[src/rtl/fwd_hazard_ctrl_pkg.sv]
// ----------------------------------------------------------------------------
// fwd_pkg
// Shared types and helpers for the forwarding / load-use hazard controller.
//   fwd_entry_t : one tracker slot {valid, rd, wr, is_load}
//   FWD_SEL_RF  : forward-select code meaning "read the register file"
//   clog2       : ceiling log2, used to size the forward-select fields
// Tracker entries carry rd at a fixed width of RD_MAX_W bits so the struct can
// live in a package; register indices narrower than that are zero-extended.
// ----------------------------------------------------------------------------
package fwd_pkg;

   localparam int RD_MAX_W   = 16;
   localparam int FWD_SEL_RF = 0;

   typedef struct packed {
      logic                valid;
      logic [RD_MAX_W-1:0] rd;
      logic                wr;
      logic                is_load;
   } fwd_entry_t;

   function automatic int clog2(input int value);
      int result;
      result = 0;
      while ((1 << result) < value) begin
         result++;
      end
      return result;
   endfunction

endpackage

[src/rtl/fwd_hazard_ctrl_if.sv]
// ----------------------------------------------------------------------------
// fwd_hazard_ctrl_if
// Bundle between the ID stage / pipeline control and the hazard controller.
//   id_valid, id_rs, id_rs_used, id_rd, id_rd_wr, id_is_load : ID instruction
//   ext_stall : global freeze,  flush : kill EX slot and this cycle's issue
//   stall     : load-use stall back to ID/IF
//   fwd_sel   : per-source EX operand mux selects (SEL_W bits each)
//   ex_valid  : EX slot holds a live instruction
//   stall_cnt : saturating load-use stall cycle counter
// master = pipeline control side, slave = hazard controller.
// ----------------------------------------------------------------------------
interface fwd_hazard_ctrl_if
   import fwd_pkg::*;
#(
   parameter int REG_AW    = 5,
   parameter int NUM_SRC   = 2,
   parameter int FWD_DEPTH = 2
);

   localparam int SEL_W = clog2(FWD_DEPTH + 1);

   logic                      id_valid;
   logic [NUM_SRC*REG_AW-1:0] id_rs;
   logic [NUM_SRC-1:0]        id_rs_used;
   logic [REG_AW-1:0]         id_rd;
   logic                      id_rd_wr;
   logic                      id_is_load;
   logic                      ext_stall;
   logic                      flush;
   logic                      stall;
   logic [NUM_SRC*SEL_W-1:0]  fwd_sel;
   logic                      ex_valid;
   logic [31:0]               stall_cnt;

   modport master (
      output id_valid, id_rs, id_rs_used, id_rd, id_rd_wr, id_is_load,
      output ext_stall, flush,
      input  stall, fwd_sel, ex_valid, stall_cnt
   );

   modport slave (
      input  id_valid, id_rs, id_rs_used, id_rd, id_rd_wr, id_is_load,
      input  ext_stall, flush,
      output stall, fwd_sel, ex_valid, stall_cnt
   );

endinterface

[src/rtl/fwd_hazard_ctrl_src_match.sv]
// ----------------------------------------------------------------------------
// fwd_src_match
// Combinational priority encoder for one source operand.
//   rs, used : source index and "operand actually read" flag
//   slots    : tracker contents, slot 0 = EX
//   sel      : winning stage (j+1) or FWD_SEL_RF when nothing matches
//   hit      : some in-flight producer matches
//   load_haz : winning producer is a load whose data is not ready in time
// ----------------------------------------------------------------------------
module fwd_src_match
   import fwd_pkg::*;
#(
   parameter int REG_AW    = 5,
   parameter int FWD_DEPTH = 2,
   parameter int LOAD_RDY  = 2,
   parameter int SEL_W     = 2
)
(
   input  logic                       rs_unused_guard,
   input  logic [REG_AW-1:0]          rs,
   input  logic                       used,
   input  fwd_entry_t [FWD_DEPTH-1:0] slots,
   output logic [SEL_W-1:0]           sel,
   output logic                       hit,
   output logic                       load_haz
);

   logic [RD_MAX_W-1:0] rs_ext;

   assign rs_ext = RD_MAX_W'(rs);

   // Scan from oldest to youngest so the smallest matching slot is written
   // last and therefore wins. x0 is hard-wired zero and never forwards.
   always_comb begin
      sel      = SEL_W'(FWD_SEL_RF);
      hit      = 1'b0;
      load_haz = 1'b0;
      for (int j = FWD_DEPTH - 1; j >= 0; j--) begin
         if (used && rs_unused_guard && (rs_ext != '0) && slots[j].valid &&
             slots[j].wr && (slots[j].rd == rs_ext)) begin
            sel      = SEL_W'(j + 1);
            hit      = 1'b1;
            load_haz = slots[j].is_load && ((j + 1) < LOAD_RDY);
         end
      end
   end

endmodule

[src/rtl/fwd_hazard_ctrl.sv]
// ----------------------------------------------------------------------------
// fwd_hazard_ctrl
// Forwarding and load-use hazard controller beside the ID/EX register.
//   clk, rst : pipeline clock, asynchronous active-high reset
//   bus      : fwd_hazard_ctrl_if slave (ID request in, stall/fwd_sel/
//              ex_valid/stall_cnt out)
// A shift register of FWD_DEPTH slots tracks in-flight destinations from EX
// onward; selects for the instruction in ID are registered so they line up
// with the ID/EX register outputs. The interface instance must be built with
// the same REG_AW, NUM_SRC and FWD_DEPTH as this module.
// ----------------------------------------------------------------------------
module fwd_hazard_ctrl
   import fwd_pkg::*;
#(
   parameter int REG_AW    = 5,
   parameter int NUM_SRC   = 2,
   parameter int FWD_DEPTH = 2,
   parameter int LOAD_RDY  = 2
)
(
   input logic              clk,
   input logic              rst,
   fwd_hazard_ctrl_if.slave bus
);

   localparam int SEL_W = clog2(FWD_DEPTH + 1);
   localparam logic [31:0] CNT_MAX = 32'hFFFF_FFFF;

   fwd_entry_t [FWD_DEPTH-1:0] slots;
   fwd_entry_t                 id_entry;
   logic [SEL_W-1:0]           src_sel [NUM_SRC];
   logic [NUM_SRC-1:0]         src_hit;
   logic [NUM_SRC-1:0]         src_load_haz;
   logic [NUM_SRC*SEL_W-1:0]   sel_calc;
   logic [NUM_SRC*SEL_W-1:0]   fwd_sel_q;
   logic                       ex_valid_q;
   logic [31:0]                stall_cnt_q;
   logic                       stall;
   logic                       issue;

   for (genvar g = 0; g < NUM_SRC; g++) begin : g_src
      fwd_src_match #(
         .REG_AW    (REG_AW),
         .FWD_DEPTH (FWD_DEPTH),
         .LOAD_RDY  (LOAD_RDY),
         .SEL_W     (SEL_W)
      ) u_match (
         .rs_unused_guard (1'b1),
         .rs              (bus.id_rs[g*REG_AW +: REG_AW]),
         .used            (bus.id_rs_used[g]),
         .slots           (slots),
         .sel             (src_sel[g]),
         .hit             (src_hit[g]),
         .load_haz        (src_load_haz[g])
      );
   end

   // Pack the per-source winners into the flat select vector.
   always_comb begin
      sel_calc = '0;
      for (int i = 0; i < NUM_SRC; i++) begin
         sel_calc[i*SEL_W +: SEL_W] = src_hit[i] ? src_sel[i] : SEL_W'(FWD_SEL_RF);
      end
   end

   // Stall is not gated by ext_stall so ID sees a stable request during a
   // freeze; issue is, because nothing may move while frozen.
   assign stall = bus.id_valid & ~bus.flush & (|src_load_haz);
   assign issue = bus.id_valid & ~stall & ~bus.flush & ~bus.ext_stall;

   // Tracker entry describing the instruction currently in ID.
   always_comb begin
      id_entry         = '0;
      id_entry.valid   = 1'b1;
      id_entry.rd      = RD_MAX_W'(bus.id_rd);
      id_entry.wr      = bus.id_rd_wr;
      id_entry.is_load = bus.id_is_load;
   end

   // Tracker shift and EX-aligned outputs. A flush drops the EX entry on its
   // way into slot 1 so the killed instruction never appears as a producer.
   always_ff @(posedge clk or posedge rst) begin
      if (rst) begin
         slots      <= '0;
         fwd_sel_q  <= '0;
         ex_valid_q <= 1'b0;
      end else if (!bus.ext_stall) begin
         slots[0] <= issue ? id_entry : fwd_entry_t'('0);
         for (int j = 1; j < FWD_DEPTH; j++) begin
            slots[j] <= ((j == 1) && bus.flush) ? fwd_entry_t'('0) : slots[j-1];
         end
         fwd_sel_q  <= issue ? sel_calc : '0;
         ex_valid_q <= issue;
      end
   end

   // Saturating count of cycles actually lost to load-use stalls.
   always_ff @(posedge clk or posedge rst) begin
      if (rst) begin
         stall_cnt_q <= '0;
      end else if (stall && !bus.ext_stall && (stall_cnt_q != CNT_MAX)) begin
         stall_cnt_q <= stall_cnt_q + 32'd1;
      end
   end

   assign bus.stall     = stall;
   assign bus.fwd_sel   = fwd_sel_q;
   assign bus.ex_valid  = ex_valid_q;
   assign bus.stall_cnt = stall_cnt_q;

endmodule

[src/flat_wrapper.sv]
// flat-port wrapper written by rule: the top's interface ports become plain ports
module fwd_hazard_ctrl_flat import fwd_pkg::*;
#(
   parameter int REG_AW    = 5,
   parameter int NUM_SRC   = 2,
   parameter int FWD_DEPTH = 2,
   parameter int LOAD_RDY  = 2
)
  (clk, rst, bus_id_valid, bus_id_rs, bus_id_rs_used, bus_id_rd, bus_id_rd_wr, bus_id_is_load, bus_ext_stall, bus_flush, bus_stall, bus_fwd_sel, bus_ex_valid, bus_stall_cnt);
  fwd_hazard_ctrl_if #(.REG_AW(REG_AW), .NUM_SRC(NUM_SRC), .FWD_DEPTH(FWD_DEPTH)) bus_i ();
  input logic clk;
  input logic rst;
  input wire logic [$bits(bus_i.id_valid)-1:0] bus_id_valid;
  input wire logic [$bits(bus_i.id_rs)-1:0] bus_id_rs;
  input wire logic [$bits(bus_i.id_rs_used)-1:0] bus_id_rs_used;
  input wire logic [$bits(bus_i.id_rd)-1:0] bus_id_rd;
  input wire logic [$bits(bus_i.id_rd_wr)-1:0] bus_id_rd_wr;
  input wire logic [$bits(bus_i.id_is_load)-1:0] bus_id_is_load;
  input wire logic [$bits(bus_i.ext_stall)-1:0] bus_ext_stall;
  input wire logic [$bits(bus_i.flush)-1:0] bus_flush;
  output wire logic [$bits(bus_i.stall)-1:0] bus_stall;
  output wire logic [$bits(bus_i.fwd_sel)-1:0] bus_fwd_sel;
  output wire logic [$bits(bus_i.ex_valid)-1:0] bus_ex_valid;
  output wire logic [$bits(bus_i.stall_cnt)-1:0] bus_stall_cnt;
  assign bus_i.id_valid = bus_id_valid;
  assign bus_i.id_rs = bus_id_rs;
  assign bus_i.id_rs_used = bus_id_rs_used;
  assign bus_i.id_rd = bus_id_rd;
  assign bus_i.id_rd_wr = bus_id_rd_wr;
  assign bus_i.id_is_load = bus_id_is_load;
  assign bus_i.ext_stall = bus_ext_stall;
  assign bus_i.flush = bus_flush;
  assign bus_stall = bus_i.stall;
  assign bus_fwd_sel = bus_i.fwd_sel;
  assign bus_ex_valid = bus_i.ex_valid;
  assign bus_stall_cnt = bus_i.stall_cnt;
  fwd_hazard_ctrl #(.REG_AW(REG_AW), .NUM_SRC(NUM_SRC), .FWD_DEPTH(FWD_DEPTH), .LOAD_RDY(LOAD_RDY)) u_core (.clk(clk), .rst(rst), .bus(bus_i));
endmodule
[config.mk]
export PLATFORM = sky130hd
export DESIGN_NAME = fwd_hazard_ctrl_flat
export DESIGN_NICKNAME = d
export VERILOG_FILES = /design/src/rtl/fwd_hazard_ctrl_pkg.sv /design/src/rtl/fwd_hazard_ctrl_if.sv /design/src/rtl/fwd_hazard_ctrl_src_match.sv /design/src/rtl/fwd_hazard_ctrl.sv /design/src/flat_wrapper.sv
export SDC_FILE = /design/constraint.sdc
export NUM_CORES = 1
export LEC_CHECK = 0
export CAP_MARGIN = 20
export CORE_UTILIZATION = 59
export CTS_BUF_LIST = sky130_fd_sc_hd__clkbuf_8
export DETAILED_ROUTE_END_ITERATION = 12
export DONT_BUFFER_PORTS = 1
export MAX_ROUTING_LAYER = met4
export PLACE_DENSITY = 0.78
export SLEW_MARGIN = 20
export SYNTH_ARGS = -nofsm -noshare
export SYNTH_HDL_FRONTEND = slang
export SYNTH_SLANG_ARGS = --single-unit
[constraint.sdc]
create_clock -name clk -period 2.2 [get_ports clk]
set_input_delay 0.66 -clock clk [delete_from_list [all_inputs] [get_ports clk]]
set_output_delay 0.66 -clock clk [all_outputs]
set_load 0.05 [all_outputs]
-- Word level (Yosys, flattened, before mapping)
Index checks and enable logic that the tools add are counted.
- register bits after elaboration: 74
- input bits: 24
- logic and storage cells: 59
- output and inout port bits: 38
- bitwise operators: 8
- multiplexer cells: 15
- equality and inequality tests: 5
- add/sub/neg operators: 1
- reductions and logical operators: 20
- operators with widths (operator ; number):
    == test 16 x 5 -> 1 bit ; 4
    2-to-1 mux 19 bit ; 2
    adder 32 x 1 -> 32 bit, second input constant ; 1
    != test 32 bit, second input constant ; 1
    nonzero test 16 bit ; 2
    logical AND 1 bit ; 16
    2-to-1 mux 2 bit ; 6
    2-to-1 mux 1 bit ; 6
    bitwise AND 1 bit ; 5
    2-to-1 mux 4 bit ; 1
    NOT 1 bit ; 3
    OR reduction 2 bit ; 1
    zero test 1 bit ; 1

-- Depth between registers and ports, before layout
Gate-level depths: netlist of run 1.
- word-level depth: 13
- gate-level depth with buffers: 8
- depth with buffers taken out: 6

-- Cells and area by module
From an unflattened synthesis of run 1, not the netlist that was laid out.
- cell total of the unflattened synthesis: 267
- area, all modules: 2845.2 um^2
- modules (own cells, without submodules) (module ; cells each ; area an instance (um^2) ; sequential area each (um^2) ; instances):
    fwd_hazard_ctrl ; 207 ; 2357.3 ; 1301.2 ; 1
    fwd_src_match ; 30 ; 244.0 ; 0.0 ; 2

-- Worst setup path before layout of run 1
OpenSTA, ideal clock, no wires.
- path kind: input-to-output
- start: input port bus_id_rs[7]
- end: output port bus_stall
- arrival time: 1982 ps
- setup slack: -442 ps
- cell stages on the path: 5
- path buffers: 0
- data required time: 1540 ps
- cells stage by stage: xnor2_1 > nand4_1 > nor3_2 > o21ai_1 > nor2_1
- word-level cells in the longest chain between the ends: 8
- elaborated cells between the ends (all ways): 9
- classes of those cells: eq/ne: 1; mux: 1; bitwise: 1; reduce/logical: 6
- RTL lines (what ; line ; text):
    start, declared ; flat_wrapper.sv:14 ; input wire logic [$bits(bus_i.id_rs)-1:0] bus_id_rs;
    nonzero test 16 bit ; fwd_hazard_ctrl_src_match.sv:39 ; if (used && rs_unused_guard && (rs_ext != '0) && slots[j].valid &&
    logical AND 1 bit (3 in a row) ; fwd_hazard_ctrl_src_match.sv:39 ;
    logical AND 1 bit (*) ; fwd_hazard_ctrl_src_match.sv:40 ; slots[j].wr && (slots[j].rd == rs_ext)) begin
    2-to-1 mux 1 bit (*) ; fwd_hazard_ctrl_src_match.sv:39 ;
    OR reduction 2 bit (*) ; fwd_hazard_ctrl.sv:68 ; assign stall = bus.id_valid & ~bus.flush & (|src_load_haz);
    bitwise AND 1 bit (*) ; fwd_hazard_ctrl.sv:68 ;
    end, declared ; flat_wrapper.sv:21 ; output wire logic [$bits(bus_i.stall)-1:0] bus_stall;
Mark *: on every way between the ends. The rest lies on a longest branch, timed or not.

-- Final worst setup path of run 1
- start: input port bus_id_rs[1]
- end: output port bus_stall
The elaborated chain is that of the path after synthesis.

==> results by group, run 1 <==
STA
  • Final period util: 110%
  • Period minus WS final: between 2 and 2.5 ns
  • Setup violations, final: 1
  • Final Max Slew Viols: 0
  • Fmax: 0.413 GHz
  • Setup TNS Final: -0.218 ns
  • Clock skew: between 0.004 and 0.005 ns
  • Worst Max-Slew Pin Slew: approximately 0.52 ns
  • RSZ-0062 raised after global routing: yes
  • Hold Violations, Final: 0
  • Slew headroom: between 60 and 70%
  • Worst Hold Slack: around 0.27 ns
  • Worst setup margin: -0.218 ns

Global route
  • GRT Util Overall: 29.4%
  • Grt ovf: 0
  • Largest net degree at the start of global routing: 30
  • Via count of the first global-routing pass: between 2k and 2.5k
  • Initial antenna violation count: 0
  • Global-route wire length before repair: 9.46 mm

Pwr
  • LEAKAGE: 1.59 nW
  • Net Sw Frac: between 20% and 30%
  • Final Power: 1.58 mW
  • Pwr Density: about 490 mW/mm2
  • Comb power frac: under 10%
  • Internal: 1.22 mW
  • Peak supply drop: roughly 0.48 mV
  • Seq pwr share: between 60% and 70%
  • Clk network pwr share: about a third
  • Switching power: around 360 uW

Run status
  • Outcome: complete, but fails checks
  • Failing checks: setup timing

Synthesis
  • Synth unique cells: 34
  • Sequential fraction of the synthesis area: between 50% and 60%
  • Cell count after synthesis: 231
  • #FFs+latches synth: between 50 and 60
  • Mapped Nets: 256
  • Mean Syn Cell Area: ~11 um2
  • Top cells by area, synth: dfrtp_1 50%, xnor2_1 9.3%, xor2_1 8.3%
  • Largest area contributor in the netlist: dfrtp_1
  • Synth warnings: 0
  • Share of the synthesized area in the top cell type: 50.2%
  • Mapped Area: about 0.0025 mm2

Floorplanning
  • Row cnt: 23
  • Die X: a little under 70 um
  • Core Footprint: just over 0.004 mm2
  • Boundary pin count: 62
  • Starting density of the core: between 60 and 70%
  • Die Ht: ~68 um
  • DIE AREA: approximately 0.0046 mm2

Routing
  • Vias per inst: roughly 6.1
  • Post-DRT Antenna Nets: 0
  • Iter 0 DRT Violations: approximately 160
  • Total wire length: around 6.5 mm
  • DRC Markers: 0
  • Drt wl/cell: 19.5 um
  • Via count: 2029
  • Drt pass-1 iters: 4

Clock network
  • Root buf cell: clkbuf_8
  • H-Tree Depth: 2
  • Clock slew at reported path FFs: roughly 0.090 ns
  • CTS max path bufs: 2
  • CTS tree: yes
  • CTS Sinks: around 50
  • Number of CTS-inserted buffers: 5
  • Clk_lat worst skew: approximately 0.3 ns

Cells and area
  • Commonest non-fill, non-tap cell in the layout: buf_4
  • Final Non-Filler Cells: 334
  • Diode count: 0
  • Syn-to-layout area delta: 27.6%
  • Nets@finish: roughly 310
  • Layout cells sized above 1: roughly 32%
  • Most frequent cells in the layout: 49 x buf_4, 47 x dfrtp_1, 24 x xnor2_1, 24 x xor2_1, 17 x nand2_1

Critical path
  • Critical Path Source Type: input port
  • CP Class: input port to output pin
  • Worst Path Arrival: between 1.5 and 2 ns
  • CP max FO: 3
  • Reg2Reg Depth: 8
  • Crit path capture type: output pin
  • CP required: 1.54 ns

Place
  • GP Congestion: 0.915
  • PortBufs: 0
  • Placed Cells: 320
  • Final HPWL DP: around 4.2 mm
  • Place WS: -0.246 ns

Job
  • Max-cap viol count: 0

Worst hold path
  • Hold Crit Class: input port to async pin
[logic make-up after synthesis]
group / count (synthesis) / synth area share (%)
flops: 51 / 50.2
xor+xnor: 51 / 17.6
simple gates: 92 / 21.2
buf+inv: 12 / 2.61
compound gates: 24 / 7.97
fa+ha+maj: 1 / 0.492
[registers in the layout, indices dropped and copies added (netlist names)]
register              flops
u_core.bus.fwd_sel        4
u_core.bus.stall_cnt     32
u_core.slots             15
[synthesized netlist by cell type, drive strengths merged]
cell,number
dfrtp,51
and4,4
xnor2,27
nand2,17
nand3b,1
o2111a,1
nor2,9
nor4b,1
nand3,14
nor4,7
inv,5
o2111ai,1
clkbuf,2
xor2,24
or3,1
and2,2
a21o,1
buf,5
or4,2
a22o,16
nand2b,3
and3,5
nor3,15
ha,1
o21ai,5
nand4,11
[power by group through the flow]
stage | combinational, mW | clock (mW) | sequential, mW
floorplan | 0.0732 | 0 | 0.988
global placement | 0.0967 | 0 | 0.987
detailed placement | 0.0988 | 0 | 0.988
CTS | 0.100 | 0.500 | 0.969
global route | 0.123 | 0.539 | 0.973
finish | 0.112 | 0.495 | 0.971
[per-layer routing]
metal	track usage (%)	up-vias	share of wire (%)
li1	-	925	-
met1	36.2	1018	42
met2	46.7	69	51
met3	6.59	17	5.1
met4	11.7	0	2.4
met5	-	-	0
[final timing paths]
| check | to | slack (ns) | startpoint |
|---|---|---|---|
| hold / removal | u_core.bus.stall_cnt[18] | 0.27 | rst |
| min in group clk | u_core.slots[20] | 0.46 | bus_flush |
| hold reg to reg | u_core.slots[20] | 0.49 | u_core.slots[20] |
| setup reg to reg | u_core.bus.stall_cnt[27] | 0.07 | u_core.slots[5] |
| max in group asynchronous | u_core.slots[3] | 1.39 | rst |
| setup / recovery | bus_stall | -0.22 | bus_id_rs[1] |
[worst max-delay path, stage by stage]
cell and delay (ns):
or4_4 0.51, o21ai_2 0.20, nor3_2 0.08, o21ai_2 0.19, nor2_4 0.11
[through the flow]
step | util, % | instance area (um2)
finish | 80.0 | 3240
global route | 80.0 | 3240
CTS | 74.7 | 3030
detailed placement | 72.6 | 2950
global placement | 72.6 | 2950
floorplan | - | 2560
[what timing repair did]
action,4_1_cts,5_1_grt
pin swaps,2,10
gates cloned,0,2
setup buffers,0,5
setup endpoints to repair,3,12
gates resized for setup,3,19
hold buffers,0,0
[cell type report]
class / count / area [um2]
clock buffers: 5 / 68.8
well taps: 50 / 62.6
clock inverters: 2 / 7.51
inverters: 5 / 18.8
multi-input cells: 168 / 1350
fillers: 242 / 813
repair buffers: 53 / 458
flip-flops and latches: 51 / 1280
(Power assumes the default switching activity.)
==> inputs of run 2 (changes only) <==
--- a/config.mk
+++ b/config.mk
@@ -6,6 +6,7 @@
 export NUM_CORES = 1
 export LEC_CHECK = 0
 export CAP_MARGIN = 20
+export CORE_MARGIN = 3
 export CORE_UTILIZATION = 59
 export CTS_BUF_LIST = sky130_fd_sc_hd__clkbuf_8
 export DETAILED_ROUTE_END_ITERATION = 12
==> results by group, run 2 (synthesis results as in run 1) <==
Run status
  • Outcome: complete, but fails checks
  • Failing checks: setup timing

Pwr
  • Net Sw Frac: 22.4% (-0.33 points)
  • Switching power: 375 uW (+4.4%)
  • Pwr Density: 493 mW/mm2 (+1.4%)
  • Internal: 1.30 mW (+6.3%)
  • Seq pwr share: 58.0% (-3.5 points)
  • Clk network pwr share: 35.0% (+3.6 points)
  • Peak supply drop: 0.458 mV (-4.1%)
  • Comb power frac: 7.0% (about the same)
  • LEAKAGE: 1.69 nW (+5.9%)

Cells and area
  • Most frequent cells in the layout: 50 x buf_4, 46 x dfrtp_1, 24 x xnor2_1, 24 x xor2_1
  • Syn-to-layout area delta: 33.2%
  • FILL cells: 246 (+1.7%)
  • Final Non-Filler Cells: 339 (+1.5%)
  • Nets@finish: 313 (+1.3%)
  • Core Util, Final: 82.9% (+2.9 points)
  • Layout cells sized above 1: 36.3% (+4.3 points)
  • Commonest non-fill, non-tap cell in the layout: buf_4
  • Number of flip-flops under the largest register name: 32 (unchanged)
  • Diode count: 0 (unchanged)

STA
  • Worst Max-Slew Pin Slew: 0.620 ns (+0.0969 ns)
  • Worst setup margin: -0.247 ns (-0.0281 ns)
  • Fmax: 0.409 GHz (-1.1%)
  • Setup TNS Final: -1.70 ns (-1.48 ns)
  • Hold Violations, Final: 0 (unchanged)
  • Final Max Slew Viols: 0 (unchanged)
  • Period minus WS final: 2.45 ns (+0.0281 ns)
  • Clock skew: 0.00560 ns (+0.00115 ns)
  • RSZ-0062 raised after global routing: yes
  • Slew headroom: 58.6% (-6.4 points)
  • Final period util: 111% (+1.3 points)
  • Setup violations, final: 25 (+24)

Routing
  • Via count: 2020 (-0.44%)
  • Drt pass-1 iters: 4 (unchanged)
  • Vias per inst: 5.96 (-1.9%)
  • Post-DRT Antenna Nets: 0 (unchanged)
  • Iter 0 DRT Violations: 130 (-16%)
  • Drt wl/cell: 19.2 um (-1.7%)
  • Total wire length: 6.50 mm (-0.23%)
  • DRC Markers: 0 (unchanged)

Floorplanning
  • Row cnt: 23 (unchanged)
  • Die Ht: 71.6 um (+5.9%)
  • Core Footprint: 0.00409 mm2 (+0.71%)
  • Die X: 71.6 um (+5.9%)
  • Boundary pin count: 62 (unchanged)
  • Starting density of the core: 62.2% (-0.44 points)
  • DIE AREA: 0.00513 mm2 (+12%)

Critical path
  • Critical path origin: bus_id_rs[6]
  • Reg2reg end: u_core.bus.stall_cnt[27]
  • Worst setup path end: bus_stall
  • Worst Path Arrival: 1.79 ns (+0.03 ns)
  • Crit path capture type: output pin
  • Max stage delay on crit path: 0.54 ns (+0.03 ns)
  • Cell Chain, Critical Path: or4_4 -> o21ai_4 -> nor3_4 -> o21ai_2 -> nor2_4
  • Reg2reg start: u_core.bus.stall_cnt[14]
  • CP Class: input port to output pin
  • Crit path max-delay family: simple AND/OR/NAND/NOR gates
  • CP required: 1.54 ns (about the same)
  • CP max FO: 3 (unchanged)
  • CP max stage cell: or4_4
  • Worst reg2reg setup slack: -0.07 ns (-0.14 ns)
  • WP buf/inv: 0 (unchanged)
  • Critical Path Source Type: input port
  • Stages on worst setup path: 5 (unchanged)
  • Reg2Reg Depth: 7 (-1)

Clock network
  • Number of CTS-inserted buffers: 5 (unchanged)
  • Clk_lat worst skew: 0.30 ns (about the same)
  • Clock slew at reported path FFs: 0.09 ns (about the same)
  • CTS Sinks: 51 (unchanged)
  • Root buf cell: clkbuf_8
  • CTS Hold Buffers Added: 0 (unchanged)
  • H-Tree Depth: 2 (unchanged)
  • CTS tree: yes
  • CTS max path bufs: 2 (unchanged)

Global route
  • GRT Util Overall: 24.6% (-4.8 points)
  • Initial antenna violation count: 0 (unchanged)
  • Global-route wire length before repair: 9.63 mm (+1.8%)
  • Grt ovf: 0 (unchanged)
  • Largest net degree at the start of global routing: 52 (+73%)
  • Via count of the first global-routing pass: 1983 (-3.3%)

Job
  • Max-cap viol count: 0 (unchanged)

Worst hold path
  • Hold Crit Class: input port to async pin

Place
  • GP Congestion: 0.853 (-6.8%)
  • Final HPWL DP: 4.23 mm (-0.37%)
  • Placed Cells: 322 (+0.63%)
  • PortBufs: 0 (unchanged)
-- run 2: repair_timing --
item                       in CTS  in global routing
buffers inserted                2                  4
resized for setup               3                 40
setup endpoints to repair       1                 23
pin swaps                       5                 16
gates cloned                    0                  3
-- run 2: metal layers --
metal / global-route usage (%) / share of wire [%] / vias up
met5: - / 0 / -
met4: 5.85 / 1.1 / 0
met3: 6.59 / 5.3 / 9
met2: 38.2 / 52 / 54
met1: 32.5 / 41 / 1010
li1: - / - / 947
-- run 2: how the worst min path moves through the flow --
| stage | startpoint | endpoint | slack [ns] | cells after the start |
|---|---|---|---|---|
| after floorplan | u_core.slots[20] | u_core.slots[20] | 0.45 | 2 |
| after global placement | u_core.slots[20] | u_core.slots[20] | 0.47 | 2 |
| after detailed placement | u_core.slots[20] | u_core.slots[20] | 0.47 | 2 |
| after CTS | rst | u_core.slots[4] | 0.42 | 2 |
| after global routing | rst | u_core.bus.stall_cnt[4] | 0.44 | 2 |
| final | rst | u_core.slots[25] | 0.40 | 2 |
-- run 2: power groups by stage --
stage               sequential, mW  clock (mW)  combinational (mW)
CTS                          0.968       0.593               0.107
global placement             0.986           0              0.0993
finish                       0.970       0.585               0.116
detailed placement           0.986           0               0.103
global route                 0.972       0.637               0.127
floorplan                    0.988           0              0.0732
-- run 2: per-stage QoR --
step / setup WS [ns] / instance area (um2) / total power [mW] / hold slack (ns)
final: -0.247 / 3390 / 1.67 / 0.404
after floorplan: -0.175 / 2560 / 1.06 / 0.453
after global routing: -0.278 / 3390 / 1.74 / 0.444
after global placement: -0.214 / 2950 / 1.09 / 0.468
after detailed placement: -0.227 / 2950 / 1.09 / 0.474
after CTS: -0.233 / 3080 / 1.67 / 0.423
-- run 2: area by class of cell --
| type | instances | area (um2) | area share (%) |
|---|---|---|---|
| multi-input cells | 168 | 1430 | 42.2 |
| flip-flops and latches | 51 | 1280 | 37.9 |
| repair buffers | 57 | 490 | 14.5 |
| clock buffers | 7 | 96.3 | 2.84 |
| well taps | 50 | 62.6 | 1.85 |
| inverters | 5 | 18.8 | 0.554 |
| clock inverters | 1 | 7.51 | 0.222 |
-- run 2: worst register-to-register path, cell delays in order, from the launching register on --
cell and delay (ns):
dfrtp_1 0.38, nand3_1 0.24, nor3_1 0.57, nand4_2 0.24, o2111ai_4 0.26, clkbuf_16 0.25, nor4_4 0.05, xor2_1 0.17
